[src/rtl/regfile_pkg.sv]
// Shared definitions for the general-purpose register file: operation
// encodings and the architectural upper bound on register count.
package regfile_pkg;

  localparam int DEPTH_MAX = 16;

  typedef enum logic [2:0] {
    OP_HOLD = 3'b000,
    OP_LOAD = 3'b001,
    OP_INC  = 3'b010,
    OP_DEC  = 3'b011,
    OP_SHL  = 3'b100,
    OP_SHR  = 3'b101,
    OP_ROL  = 3'b110,
    OP_CLR  = 3'b111
  } op_e;

endpackage

[src/rtl/regfile_op_unit.sv]
// Combinational in-place operation for one register: produces the new value,
// the new carry/zero flags, and whether the operation touches the flags.
module regfile_op_unit
  import regfile_pkg::*;
#(
  parameter int WIDTH = 8
) (
  input  op_e              op,
  input  logic [WIDTH-1:0] value,
  input  logic [WIDTH-1:0] bus_in,
  input  logic             carry_in,
  output logic [WIDTH-1:0] result,
  output logic             carry_out,
  output logic             zero_out,
  output logic             flags_en
);

  // NOTE: every output gets a default first so no path through the case infers a latch.
  always_comb begin
    result    = value;
    carry_out = carry_in;
    case (op)
      OP_HOLD: result = value;
      OP_LOAD: result = bus_in;
      OP_INC: begin
        result    = value + WIDTH'(1);
        carry_out = &value;
      end
      OP_DEC: begin
        result    = value - WIDTH'(1);
        carry_out = ~|value;
      end
      OP_SHL: begin
        result    = {value[WIDTH-2:0], 1'b0};
        carry_out = value[WIDTH-1];
      end
      OP_SHR: begin
        result    = {1'b0, value[WIDTH-1:1]};
        carry_out = value[0];
      end
      OP_ROL: begin
        result    = {value[WIDTH-2:0], carry_in};
        carry_out = value[WIDTH-1];
      end
      OP_CLR: begin
        result    = '0;
        carry_out = 1'b0;
      end
    endcase
  end

  // HOLD and LOAD leave both flags alone; everything else refreshes them.
  assign flags_en = (op != OP_HOLD) && (op != OP_LOAD);
  assign zero_out = (result == '0);

endmodule

[src/rtl/gp_regfile.sv]
// DEPTH x WIDTH register file on the CPU bus with in-place operations,
// carry/zero flags, a split tristate bus interface and fixed ALU taps.
module gp_regfile
  import regfile_pkg::*;
#(
  parameter  int WIDTH = 8,
  parameter  int DEPTH = 4,
  localparam int SEL_W = $clog2(DEPTH)
) (
  input  logic             clk,
  input  logic             clr,
  input  logic [WIDTH-1:0] bus_in,
  output logic [WIDTH-1:0] bus_out,
  output logic             bus_oe,
  input  logic             we_n,
  input  logic             oe_n,
  input  logic [SEL_W-1:0] wsel,
  input  logic [SEL_W-1:0] rsel,
  input  logic [2:0]       op,
  output logic [WIDTH-1:0] alu_a,
  output logic [WIDTH-1:0] alu_b,
  output logic             carry,
  output logic             zero
);

  localparam logic [SEL_W:0] DEPTH_L = (SEL_W + 1)'(DEPTH);

  logic [WIDTH-1:0] regs [DEPTH];
  logic             wsel_ok;
  logic             rsel_ok;
  logic             write_en;
  logic [WIDTH-1:0] old_value;
  logic [WIDTH-1:0] result;
  logic             carry_next;
  logic             zero_next;
  logic             flags_en;

  // Non-power-of-two depths leave select codes with no register behind them.
  assign wsel_ok   = ({1'b0, wsel} < DEPTH_L);
  assign rsel_ok   = ({1'b0, rsel} < DEPTH_L);
  assign write_en  = ~we_n && wsel_ok;
  assign old_value = wsel_ok ? regs[wsel] : '0;

  regfile_op_unit #(
    .WIDTH(WIDTH)
  ) u_op_unit (
    .op       (op_e'(op)),
    .value    (old_value),
    .bus_in   (bus_in),
    .carry_in (carry),
    .result   (result),
    .carry_out(carry_next),
    .zero_out (zero_next),
    .flags_en (flags_en)
  );

  // NOTE: the storage is built from flops, not a RAM macro, so clr can clear every entry.
  always_ff @(posedge clk) begin
    if (clr) begin
      for (int i = 0; i < DEPTH; i++) regs[i] <= '0;
      carry <= 1'b0;
      zero  <= 1'b0;
    end else if (write_en) begin
      // NOTE: non-blocking updates keep the read mux seeing pre-edge state.
      regs[wsel] <= result;
      if (flags_en) begin
        carry <= carry_next;
        zero  <= zero_next;
      end
    end
  end

  assign bus_oe  = ~oe_n;
  assign bus_out = (~oe_n && rsel_ok) ? regs[rsel] : '0;
  assign alu_a   = regs[0];
  assign alu_b   = regs[1];

endmodule
[config.mk]
export PLATFORM = sky130hd
export DESIGN_NAME = gp_regfile
export DESIGN_NICKNAME = d
export VERILOG_FILES = /design/src/rtl/regfile_pkg.sv /design/src/rtl/regfile_op_unit.sv /design/src/rtl/gp_regfile.sv
export SDC_FILE = /design/constraint.sdc
export NUM_CORES = 1
export LEC_CHECK = 0
export ABC_AREA = 1
export BUFFER_PORTS_ARGS = -buffer_cell sky130_fd_sc_hd__buf_2
export CORE_UTILIZATION = 45
export DETAILED_ROUTE_END_ITERATION = 12
export HOLD_SLACK_MARGIN = 0.03
export PLACE_DENSITY = 0.74
export SETUP_SLACK_MARGIN = 0.02
export SLEW_MARGIN = 20
export SYNTH_ARGS = -nofsm -noshare
export SYNTH_HDL_FRONTEND = slang
export SYNTH_SLANG_ARGS = --single-unit
[constraint.sdc]
create_clock -name clk -period 4.2 [get_ports clk]
set_clock_uncertainty 0.15 [all_clocks]
set_input_delay 0.63 -clock clk [delete_from_list [all_inputs] [get_ports clk]]
set_output_delay 0.63 -clock clk [all_outputs]
set_load 0.03 [all_outputs]
==> impl_results.md, run 1 <==
* CTS Hold Bufs at 0
* Worst-Margin Slew at between 700 and 800 ps
* Type of the most critical hold path: input port to flop
* Vias in the first global route at about 2400
* Slowest CP cell: o221ai_2
* Final Cycle Share at 0.718
* Peak supply drop at between 0.15 and 0.2 mV
* Crit path max-delay family: simple AND/OR/NAND/NOR gates
* Crit path largest cell delay at ~410 ps
* Number of gates resized after CTS at 0
* Root Driver: clkbuf_8
* First-pass GRT wire length at around 12000 µm
* Row count at 27
* Post-synth top flop: edfxtp_1
* Startpoint Class: input port
* CTS tree: done
* Num CTS Buffers at 5
* PD cells at about 300 nW/µm²
* EDFF count, synth at 32
* Final net count at between 400 and 500
* Warnings, synthesis at 0
* Post-Syn Area at roughly 2700 µm²
* Initial Util at 0.480
* Worst rel slew slack at 0.512
* Worst path most repeated cell: nand2_1
* Maxcap violations at 0
* Post-synthesis register bit count at 34
* Die Y at around 80 µm
* Longest Clk Path Bufs at 2
* Layout cells sized above 1 at 0.218
* Drt first-iter violations at 242
* Vias per cell at approximately 5.6
* Total number of vias at about 2700
* Port-buffer cells at 45
* Seq/Total Area, Yosys at 0.367
* Largest net degree at the start of global routing at 22
* Clk slew on worst S/H paths at approximately 70 ps
* Post-layout minimum cycle time at roughly 3000 ps
* Post-CTS Setup Bufs at 0
* Hpwl dp at about 5700 µm
* CP arrival at roughly 3100 ps
* DRC Markers at 0
* H-tree Lvls at 2
* CP Buf/Inv Count at 1
* Core ar. at between 5000 and 6000 µm²
* Initial antenna violation count at 0
* Crit Path Class: input port to flop
* Die X at roughly 80 µm
* Clk_lat worst skew at 280 ps
* Crit-path cells: buf_2 -> nand2_1 -> o221ai_2 -> ha_1 -> a21o_1 -> a31oi_1 -> nand2_1 -> nand2_1 -> nand3_1 -> nand2_1 -> nand2_1 -> nand2_1 -> nor2_1 -> nor2_1 -> nor2_1
* Post-route ant nets at 0
* IO Count at between 40 and 50
* Setup TNS at 0 ps
* Final WL at approximately 7400 µm
* Overall Global Routing Usage at 0.243
* Synth Instances at ~370
* RSZ-0062 raised after global routing: false
* Final Max Slew Viols at 0
* Distinct cells, synth at 36
* Grt total ovfl at 0
* Pleak at approximately 1.5 nW
* Placed insts at about 480
* Diodes inserted at 0
* Status: finished clean
* Avg Inst Size Synth at roughly 7.3 µm²
* Synthesized Nets at 400
* CP endpoint kind: flop
* Final setup fails at 0
* Clock Sinks at 34
* Worst EP required at about 4200 ps
* Post-synthesis async set-or-reset flop share at 0
* Final non-filler cell total at between 400 and 500
* Area of the die at 6370 µm²
* Max Clock Freq at ~0.33 GHz
* Critical path peak fanout at 19
* Avg WL per Cell at approximately 15 µm
* Placer congestion estimate at around 1.0
* Hold Fails Final Rpt at 0
* TritonRoute pass-1 iters at 5
* Area Growth Syn to Fin at 12.3%
==> power breakdown <==
part	switching, mW	internal, mW
sequential	0.0110	0.392
combinational	0.192	0.0757
clock	0.113	0.132
==> layout make-up <==
class | instances | area, µm²
fillers | 537 | 2620
multi-input cells | 270 | 1410
flip-flops and latches | 34 | 1000
repair buffers | 46 | 233
inverters | 60 | 233
well taps | 72 | 90.1
clock buffers | 7 | 86.3
clock inverters | 1 | 5.00
==> metal layers <==
metal / track usage / part of all wire
met5: 0 / 0
met4: 0.118 / 0.033
met3: 0.0274 / 0.070
met2: 0.414 / 0.49
met1: 0.305 / 0.41
==> through the flow <==
step                      cell area [µm²]   util  worst slack [ps]  power [mW]  hold WS [ps]
final                                3060  0.539              1190       0.916           380
after detailed placement             2970  0.523               906       0.673           413
after global routing                 3060  0.539               974       0.958           378
after global placement               2970  0.523               924       0.670           417
after floorplan                      2720      -              1500       0.602           519
after CTS                            3060  0.539              1200       0.912           378
==> synth_stat cells, types with 5 or more instances <==
| library cell | count | area [µm²] |
|---|---|---|
| nand2_1 | 80 | 300 |
| inv_1 | 52 | 195 |
| nor2_1 | 42 | 158 |
| edfxtp_1 | 32 | 961 |
| nand3_1 | 31 | 155 |
| a21oi_1 | 30 | 150 |
| o21ai_0 | 25 | 125 |
| nand2_2 | 10 | 62.6 |
| nor3_1 | 10 | 50.1 |
| clkbuf_1 | 6 | 22.5 |
| ha_1 | 6 | 75.1 |
| nand3_2 | 5 | 50.1 |
| o21ai_2 | 5 | 43.8 |
==> final timing paths <==
path	from	to	slack, ps	depth (start not counted)
worst max-delay path	wsel[0]	zero	1190	15
worst max register to register	regs[1][0]	zero	1510	17
worst min-delay path	clr	zero	380	2
worst min register to register	zero	zero	420	4
==> logic make-up (layout without fill, tap and decap cells) <==
group / after synthesis / after routing / share of synthesized area
and+or+nand+nor: 193 / 193 / 0.330
AOI/OAI and AO/OA: 70 / 70 / 0.153
buffers and inverters: 70 / 114 / 0.115
DFF: 34 / 34 / 0.367
adders and majority gates: 7 / 7 / 0.0349
==> cell usage in the layout, fill, tap and decap left out, types with 3 or more instances in the layout <==
master / instances
o21ai_2: 5
nand4_1: 4
buf_2: 45
clkbuf_8: 6
inv_1: 52
edfxtp_1: 32
nor2_1: 42
nand2_1: 80
nand3b_1: 3
inv_2: 4
o21ai_0: 24
ha_1: 6
nor2_2: 3
nor3_1: 10
nand2_2: 10
nand3_1: 31
a21oi_1: 30
nand3_2: 5
==> sequential cells by signal, summed over array words and instances, names as in the netlist <==
name   cells
carry      1
zero       1
regs      32
(Power assumes the default switching activity.)
==> run 2: changes to the inputs <==
==> constraint.sdc (replaced) <==
create_clock -name clk -period 2.8 [get_ports clk]
set_clock_uncertainty 0.15 [all_clocks]
set_input_delay 0.42 -clock clk [delete_from_list [all_inputs] [get_ports clk]]
set_output_delay 0.42 -clock clk [all_outputs]
set_load 0.03 [all_outputs]
==> run 2 against run 1 <==
Against the previous run:
- worst setup slack worse by 950 ps
- sequential share of layout area decreased by 2.5 points
- clock-buffer cell count is 1 higher
- via count is 2.8% higher
- highest routed layer unchanged
==> impl_results.md, run 2 (synthesized netlist as in run 1, its figures left out) <==
* Die Y at 79.8 µm (unchanged)
* Crit. Startpoint: wsel[1] (was wsel[0])
* Total number of vias at 2803 (was 2726)
* CTS Hold Bufs at 0 (unchanged)
* Placed insts at 511 (was 482)
* Final net count at 472 (was 443)
* Reg-to-Reg Start: regs[1][3] (was regs[1][0])
* Layout cells sized above 1 at 0.277 (was 0.218)
* Startpoint Class: input port (unchanged)
* Status: finished clean (unchanged)
* Area Growth Syn to Fin at 21.7% (was 12.3%)
* Final setup fails at 0 (unchanged)
* Commonest non-fill, non-tap cell in the layout: nand2_1 (unchanged)
* Number of gates resized after CTS at 0 (unchanged)
* Die X at 79.8 µm (unchanged)
* CP arrival at 2640 ps (was 3050 ps)
* Area of the die at 6370 µm² (unchanged)
* RSZ-0062 raised after global routing: false (unchanged)
* CP endpoint kind: flop (unchanged)
* Post-layout minimum cycle time at between 2000 and 3000 ps
* Pleak at 1.61 nW (was 1.46 nW)
* Commonest non-fill, non-tap cells in the layout: nand2_1, inv_1, buf_2 (unchanged)
* Overall Global Routing Usage at 0.256 (was 0.243)
* Reg-to-reg endpoint: zero (unchanged)
* FF-to-FF path depth at 16 (was 17)
* Maxcap violations at 0 (unchanged)
* Row count at 27 (unchanged)
* Placement Cell Area at 3180 µm² (was 2970 µm²)
* Initial antenna violation count at 0 (unchanged)
* Root Driver: clkbuf_8 (unchanged)
* Drt first-iter violations at 237 (was 242)
* Initial Util at 0.480 (unchanged)
* IO Count at 46 (unchanged)
* Type of the most critical hold path: input port to flop (unchanged)
* Clock Sinks at 34 (unchanged)
* Vias per cell at 5.40 (was 5.56)
* Final Cycle Share at 0.917
* Worst EP required at 2880 ps (was 4240 ps)
* Hpwl dp at 6210 µm (was 5730 µm)
* Final non-filler cell total at 519 (was 490)
* First-pass GRT wire length at 12200 µm (was 11700 µm)
* Crit Path Class: input port to flop (unchanged)
* Worst rel slew slack at 0.717 (was 0.512)
* Diodes inserted at 0 (unchanged)
* TritonRoute pass-1 iters at 5 (unchanged)
* Longest Clk Path Bufs at 2 (unchanged)
* Final Max Slew Viols at 0 (unchanged)
* Design area at 3320 µm² (was 3060 µm²)
* Placer congestion estimate at 0.937 (was 1.00)
* Vias in the first global route at 2566 (was 2435)
* Post-route ant nets at 0 (unchanged)
* Core ar. at 5680 µm² (unchanged)
* Top Registers: regs (32), carry (1), zero (1) (unchanged)
* Hold Fails Final Rpt at 0 (unchanged)
* Peak supply drop at 0.242 mV (was 0.166 mV)
* Max Clock Freq at 0.389 GHz
* Port-buffer cells at 45 (unchanged)
* Avg WL per Cell at 15.0 µm (was 15.2 µm)
* Largest net degree at the start of global routing at 22 (unchanged)
* Setup TNS at 0 ps (unchanged)
* H-tree Lvls at 2 (unchanged)
* Final core occ at 0.584 (was 0.539)
* Clk_lat worst skew at 290 ps (was 280 ps)
* Reg-to-reg slack, setup at 260 ps (was 1510 ps)
* PD cells at 449 nW/µm² (was 299 nW/µm²)
* End of the critical path: zero (unchanged)
* Grt total ovfl at 0 (unchanged)
* Most flops, register: regs (unchanged)
* CTS tree: done (unchanged)
* Max reg flops at 32 (unchanged)
* Num CTS Buffers at 5 (unchanged)
* Worst-Margin Slew at 424 ps (was 727 ps)
* Clk slew on worst S/H paths at 60 ps (was 70 ps)
* Critical path peak fanout at 10 (was 19)
* Final WL at 7770 µm (was 7430 µm)
* Post-CTS Setup Bufs at 0 (unchanged)
* DRC Markers at 0 (unchanged)
-- run 2: area by class of cell --
type,count,area (µm²)
Tap cell,72,90.1
Timing Repair Buffer,75,453
Sequential cell,34,1000
Fill cell,536,2360
Multi-Input combinational cell,270,1430
Inverter,60,233
Clock buffer,8,110
-- run 2: layer usage --
metal / wire, µm / vias up / share of wire / global-route usage
met5: 0 / - / 0 / 0
met3: 291 / 20 / 0.037 / 0.0263
met2: 3950 / 92 / 0.51 / 0.445
li1: - / 1381 / - / -
met1: 3290 / 1310 / 0.42 / 0.314
met4: 243 / 0 / 0.031 / 0.125
-- run 2: worst min-delay path by stage --
stage	startpoint	end	cells past startpoint	slack (ps)
CTS	clr	zero	2	180
floorplan	clr	zero	1	340
finish	clr	zero	2	170
global route	clr	zero	2	180
detailed placement	carry	carry	2	430
global placement	carry	carry	2	420
-- run 2: worst max-delay path: stages --
cell	delay (ps)
buf_2	180
inv_4	150
nor2_2	70
a21oi_2	150
nand2_2	80
ha_1	390
nand2_1	90
or2_2	320
nand3_1	70
nand2_1	50
nand3_1	70
nand2_1	70
o21ai_2	140
nand3_1	120
nor2_1	120
nor2_1	50
nor2_1	70
-- run 2: per-stage QoR --
| stage | total power [mW] | hold WS (ps) | worst slack (ps) |
|---|---|---|---|
| finish | 1.49 | 174 | 232 |
| global route | 1.55 | 178 | 40.1 |
| CTS | 1.48 | 179 | 158 |
| detailed placement | 1.07 | 432 | -128 |
| global placement | 1.06 | 425 | -107 |
| floorplan | 0.903 | 342 | 311 |
-- run 2: report_power, final --
part / internal, mW / switching, mW
clock network: 0.248 / 0.173
registers: 0.588 / 0.0162
logic: 0.160 / 0.303
total: 0.996 / 0.492
==> run 3: changes to the inputs <==
--- a/config.mk
+++ b/config.mk
@@ -9,7 +9,6 @@
 export BUFFER_PORTS_ARGS = -buffer_cell sky130_fd_sc_hd__buf_2
 export CORE_UTILIZATION = 45
 export DETAILED_ROUTE_END_ITERATION = 12
-export HOLD_SLACK_MARGIN = 0.03
 export PLACE_DENSITY = 0.74
 export SETUP_SLACK_MARGIN = 0.02
 export SLEW_MARGIN = 20
==> constraint.sdc (replaced) <==
create_clock -name clk -period 2.4 [get_ports clk]
set_clock_uncertainty 0.15 [all_clocks]
set_input_delay 0.36 -clock clk [delete_from_list [all_inputs] [get_ports clk]]
set_output_delay 0.36 -clock clk [all_outputs]
set_load 0.03 [all_outputs]
==> run 3 against run 2 <==
Against the previous run:
- the flow now finishes with violations (negative setup slack)
- register-to-register slack worse by 290 ps
- final cell count up 5.0%
- sequential share of layout area shrank 3.4 points
- global-route usage increased by 2.1 points
- sequential cell count unchanged
- first-iteration DRC count is 69% higher
- critical path type is now flop to flop
- hold slack worse by 72 ps
- via count increased by 10%
- clock-buffer cell count is 2 lower
==> impl_results.md, run 3 (synthesized netlist as in run 1, its figures left out) <==
* Clk_lat worst skew at 300 ps (was 290 ps)
* PD cells at 494 nW/µm² (was 449 nW/µm²)
* Peak supply drop at 0.229 mV (was 0.242 mV)
* Most flops, register: regs (unchanged)
* Row count at 27 (unchanged)
* Top Registers: regs (32), carry (1), zero (1) (unchanged)
* Psw at 0.670 mW (was 0.492 mW)
* Critical path peak fanout at 6 (was 10)
* Root Driver: clkbuf_8 (unchanged)
* Longest Clk Path Bufs at 2 (unchanged)
* Final non-filler cell total at 545 (was 519)
* Layout cells sized above 1 at 0.410 (was 0.277)
* Pleak at 1.74 nW (was 1.61 nW)
* Hold WS at 102 ps (was 174 ps)
* Placed insts at 520 (was 511)
* Sequential Power Share at 0.382 (was 0.406)
* Internal at 1.18 mW (was 0.996 mW)
* Final net count at 498 (was 472)
* Initial Util at 0.480 (unchanged)
* Overall Global Routing Usage at 0.277 (was 0.256)
* IO Count at 46 (unchanged)
* Worst EP required at 2450 ps (was 2880 ps)
* DRC Markers at 0 (unchanged)
* Largest net degree at the start of global routing at 22 (unchanged)
* Worst-Margin Slew at 449 ps (was 424 ps)
* Setup ws final at -33.1 ps (was 232 ps)
* Port-buffer cells at 45 (unchanged)
* Die Y at 79.8 µm (unchanged)
* Commonest non-fill, non-tap cell in the layout: nand2_1 (unchanged)
* Avg WL per Cell at 17.2 µm (was 15.0 µm)
* Crit path largest cell delay at 400 ps (was 390 ps)
* Vias in the first global route at 2819 (was 2566)
* Placement Cell Area at 3320 µm² (was 3180 µm²)
* Maxcap violations at 0 (unchanged)
* Die X at 79.8 µm (unchanged)
* Worst path most repeated cell: nor2_1
* Fillers at 453 (was 536)
* Area of the die at 6370 µm² (unchanged)
* RSZ-0062 raised after global routing: true (was false)
* Slowest CP cell: edfxtp_1 (was ha_1)
* Crit Path Class: flop to flop (was input port to flop)
* Worst rel slew slack at 0.700 (was 0.717)
* Final core occ at 0.658 (was 0.584)
* Worst Hold Depth at 2 (unchanged)
* Clock Sinks at 34 (unchanged)
* Clk slew on worst S/H paths at 80 ps (was 60 ps)
* Startpoint Class: flop (was input port)
* Vias per cell at 5.68 (was 5.40)
* Reg-to-reg slack, setup at -30 ps (was 260 ps)
* Post-layout minimum cycle time at approximately 2400 ps
* Total number of vias at 3097 (was 2803)
* Final WL at 9350 µm (was 7770 µm)
* Combinational Power Share at 0.370 (was 0.311)
* Setup WS pre-CTS at -386 ps (was -128 ps)
* Initial antenna violation count at 0 (unchanged)
* Diodes inserted at 0 (unchanged)
* Commonest non-fill, non-tap cells in the layout: nand2_1, buf_4, buf_2 (was nand2_1, inv_1, buf_2)
* Max Clock Freq at ~0.4 GHz
* Final setup fails at 1 (was 0)
* Final Cycle Share at 1.01
* Type of the most critical hold path: input port to flop (unchanged)
* Num CTS Buffers at 5 (unchanged)
* CTS tree: done (unchanged)
* Hold Fails Final Rpt at 0 (unchanged)
* H-tree Lvls at 2 (unchanged)
* Grt total ovfl at 0 (unchanged)
* Sw Share at 0.363 (was 0.331)
* CP endpoint kind: flop (unchanged)
* Core ar. at 5680 µm² (unchanged)
* First-pass GRT wire length at 13300 µm (was 12200 µm)
* Final Max Slew Viols at 0 (unchanged)
* Area Growth Syn to Fin at 37.1% (was 21.7%)
* Clock Power Share at 0.248 (was 0.283)
* TritonRoute pass-1 iters at 5 (unchanged)
* Crit-path cells: inv_2 -> nand2_2 -> nand3_2 -> nand2_4 -> buf_6 -> ha_2 -> a21oi_4 -> nor2_1 -> nor2_1 -> nand2_1 -> nand2_1 -> nand3_1 -> nand2_1 -> nand2_2 -> nand2_1 -> nor2_1 -> nor2_1 -> nor2_1 (was buf_2 -> inv_4 -> nor2_2 -> a21oi_2 -> nand2_2 -> ha_1 -> nand2_1 -> or2_2 -> nand3_1 -> nand2_1 -> nand3_1 -> nand2_1 -> o21ai_2 -> nand3_1 -> nor2_1 -> nor2_1 -> nor2_1)
* CP arrival at 2480 ps (was 2640 ps)
* Status: complete, but fails checks (was finished clean)
* Post-route ant nets at 0 (unchanged)
* Hpwl dp at 6620 µm (was 6210 µm)
* Placer congestion estimate at 1.00 (was 0.937)
* Design area at 3730 µm² (was 3320 µm²)
* Failing checks: negative setup slack
* FF-to-FF path depth at 18 (was 16)
* Drt first-iter violations at 400 (was 237)
* Max reg flops at 32 (unchanged)
## run 3: changes by cell type in the layout (fill, tap and decap cells not counted), moves of 4 or more
cell,change
nor3_2,+5
ha_4,+4
nand2_2,+11
ha_1,-5
nand3_1,-7
nand3_2,+7
buf_6,+6
nand2_1,-12
inv_1,-10
inv_2,+10
buf_4,+20
nor3_1,-5
## run 3: path summary, 6_finish.rpt
| kind | endpoint | startpoint |
|---|---|---|
| worst min-delay path | zero | clr |
| worst max register to register | zero | regs[1][1] |
| worst max-delay path | zero | regs[1][1] |
| worst min register to register | zero | zero |
## run 3: area by class of cell
type | instances | area (µm²) | share of cell area
Clock buffer | 6 | 82.6 | 0.0221
Clock inverter | 2 | 12.5 | 0.00335
Multi-Input combinational cell | 270 | 1630 | 0.437
Sequential cell | 34 | 1000 | 0.268
Tap cell | 72 | 90.1 | 0.0241
Timing Repair Buffer | 101 | 686 | 0.184
Inverter | 60 | 233 | 0.0623
## run 3: per-stage QoR
step           power, mW  setup TNS, ps
5_1_grt             1.91           -715
4_1_cts             1.73              0
3_3_place_gp        1.27          -4440
2_1_floorplan       1.07              0
3_5_place_dp        1.28          -5910
6_report            1.85          -33.1
## run 3: per-layer routing
metal / part of all wire / GRT usage / wire [µm] / vias to the layer above
met5: 0 / 0 / 0 / -
met4: 0.043 / 0.125 / 400 / 0
met3: 0.091 / 0.0400 / 850 / 51
met2: 0.49 / 0.479 / 4620 / 224
met1: 0.37 / 0.340 / 3480 / 1394
li1: - / - / - / 1428
## run 3: timing repair
| action | in CTS | in global routing |
|---|---|---|
| hold buffers | 0 | 0 |
| setup endpoints to repair | 11 | 25 |
| resized for setup | 7 | 47 |
| setup buffers | 1 | 16 |
| pin swaps | 1 | 27 |
## run 3: worst max-delay path: cells and delay by family (launching register included)
family / cells / cell delay, ps
AND/OR/NAND/NOR: 14 / 1190
flip-flops: 1 / 400
buffers and inverters: 2 / 220
AO/OA/AOI/OAI: 1 / 180
adder cells (fa/ha/maj): 1 / 200
## run 3: power groups by stage
stage               sequential (mW)  combinational (mW)  clock, mW
finish                        0.704               0.684      0.458
global route                  0.708               0.726      0.473
CTS                           0.703               0.578      0.450
detailed placement            0.717               0.565          0
global placement              0.716               0.557          0
floorplan                     0.744               0.325          0
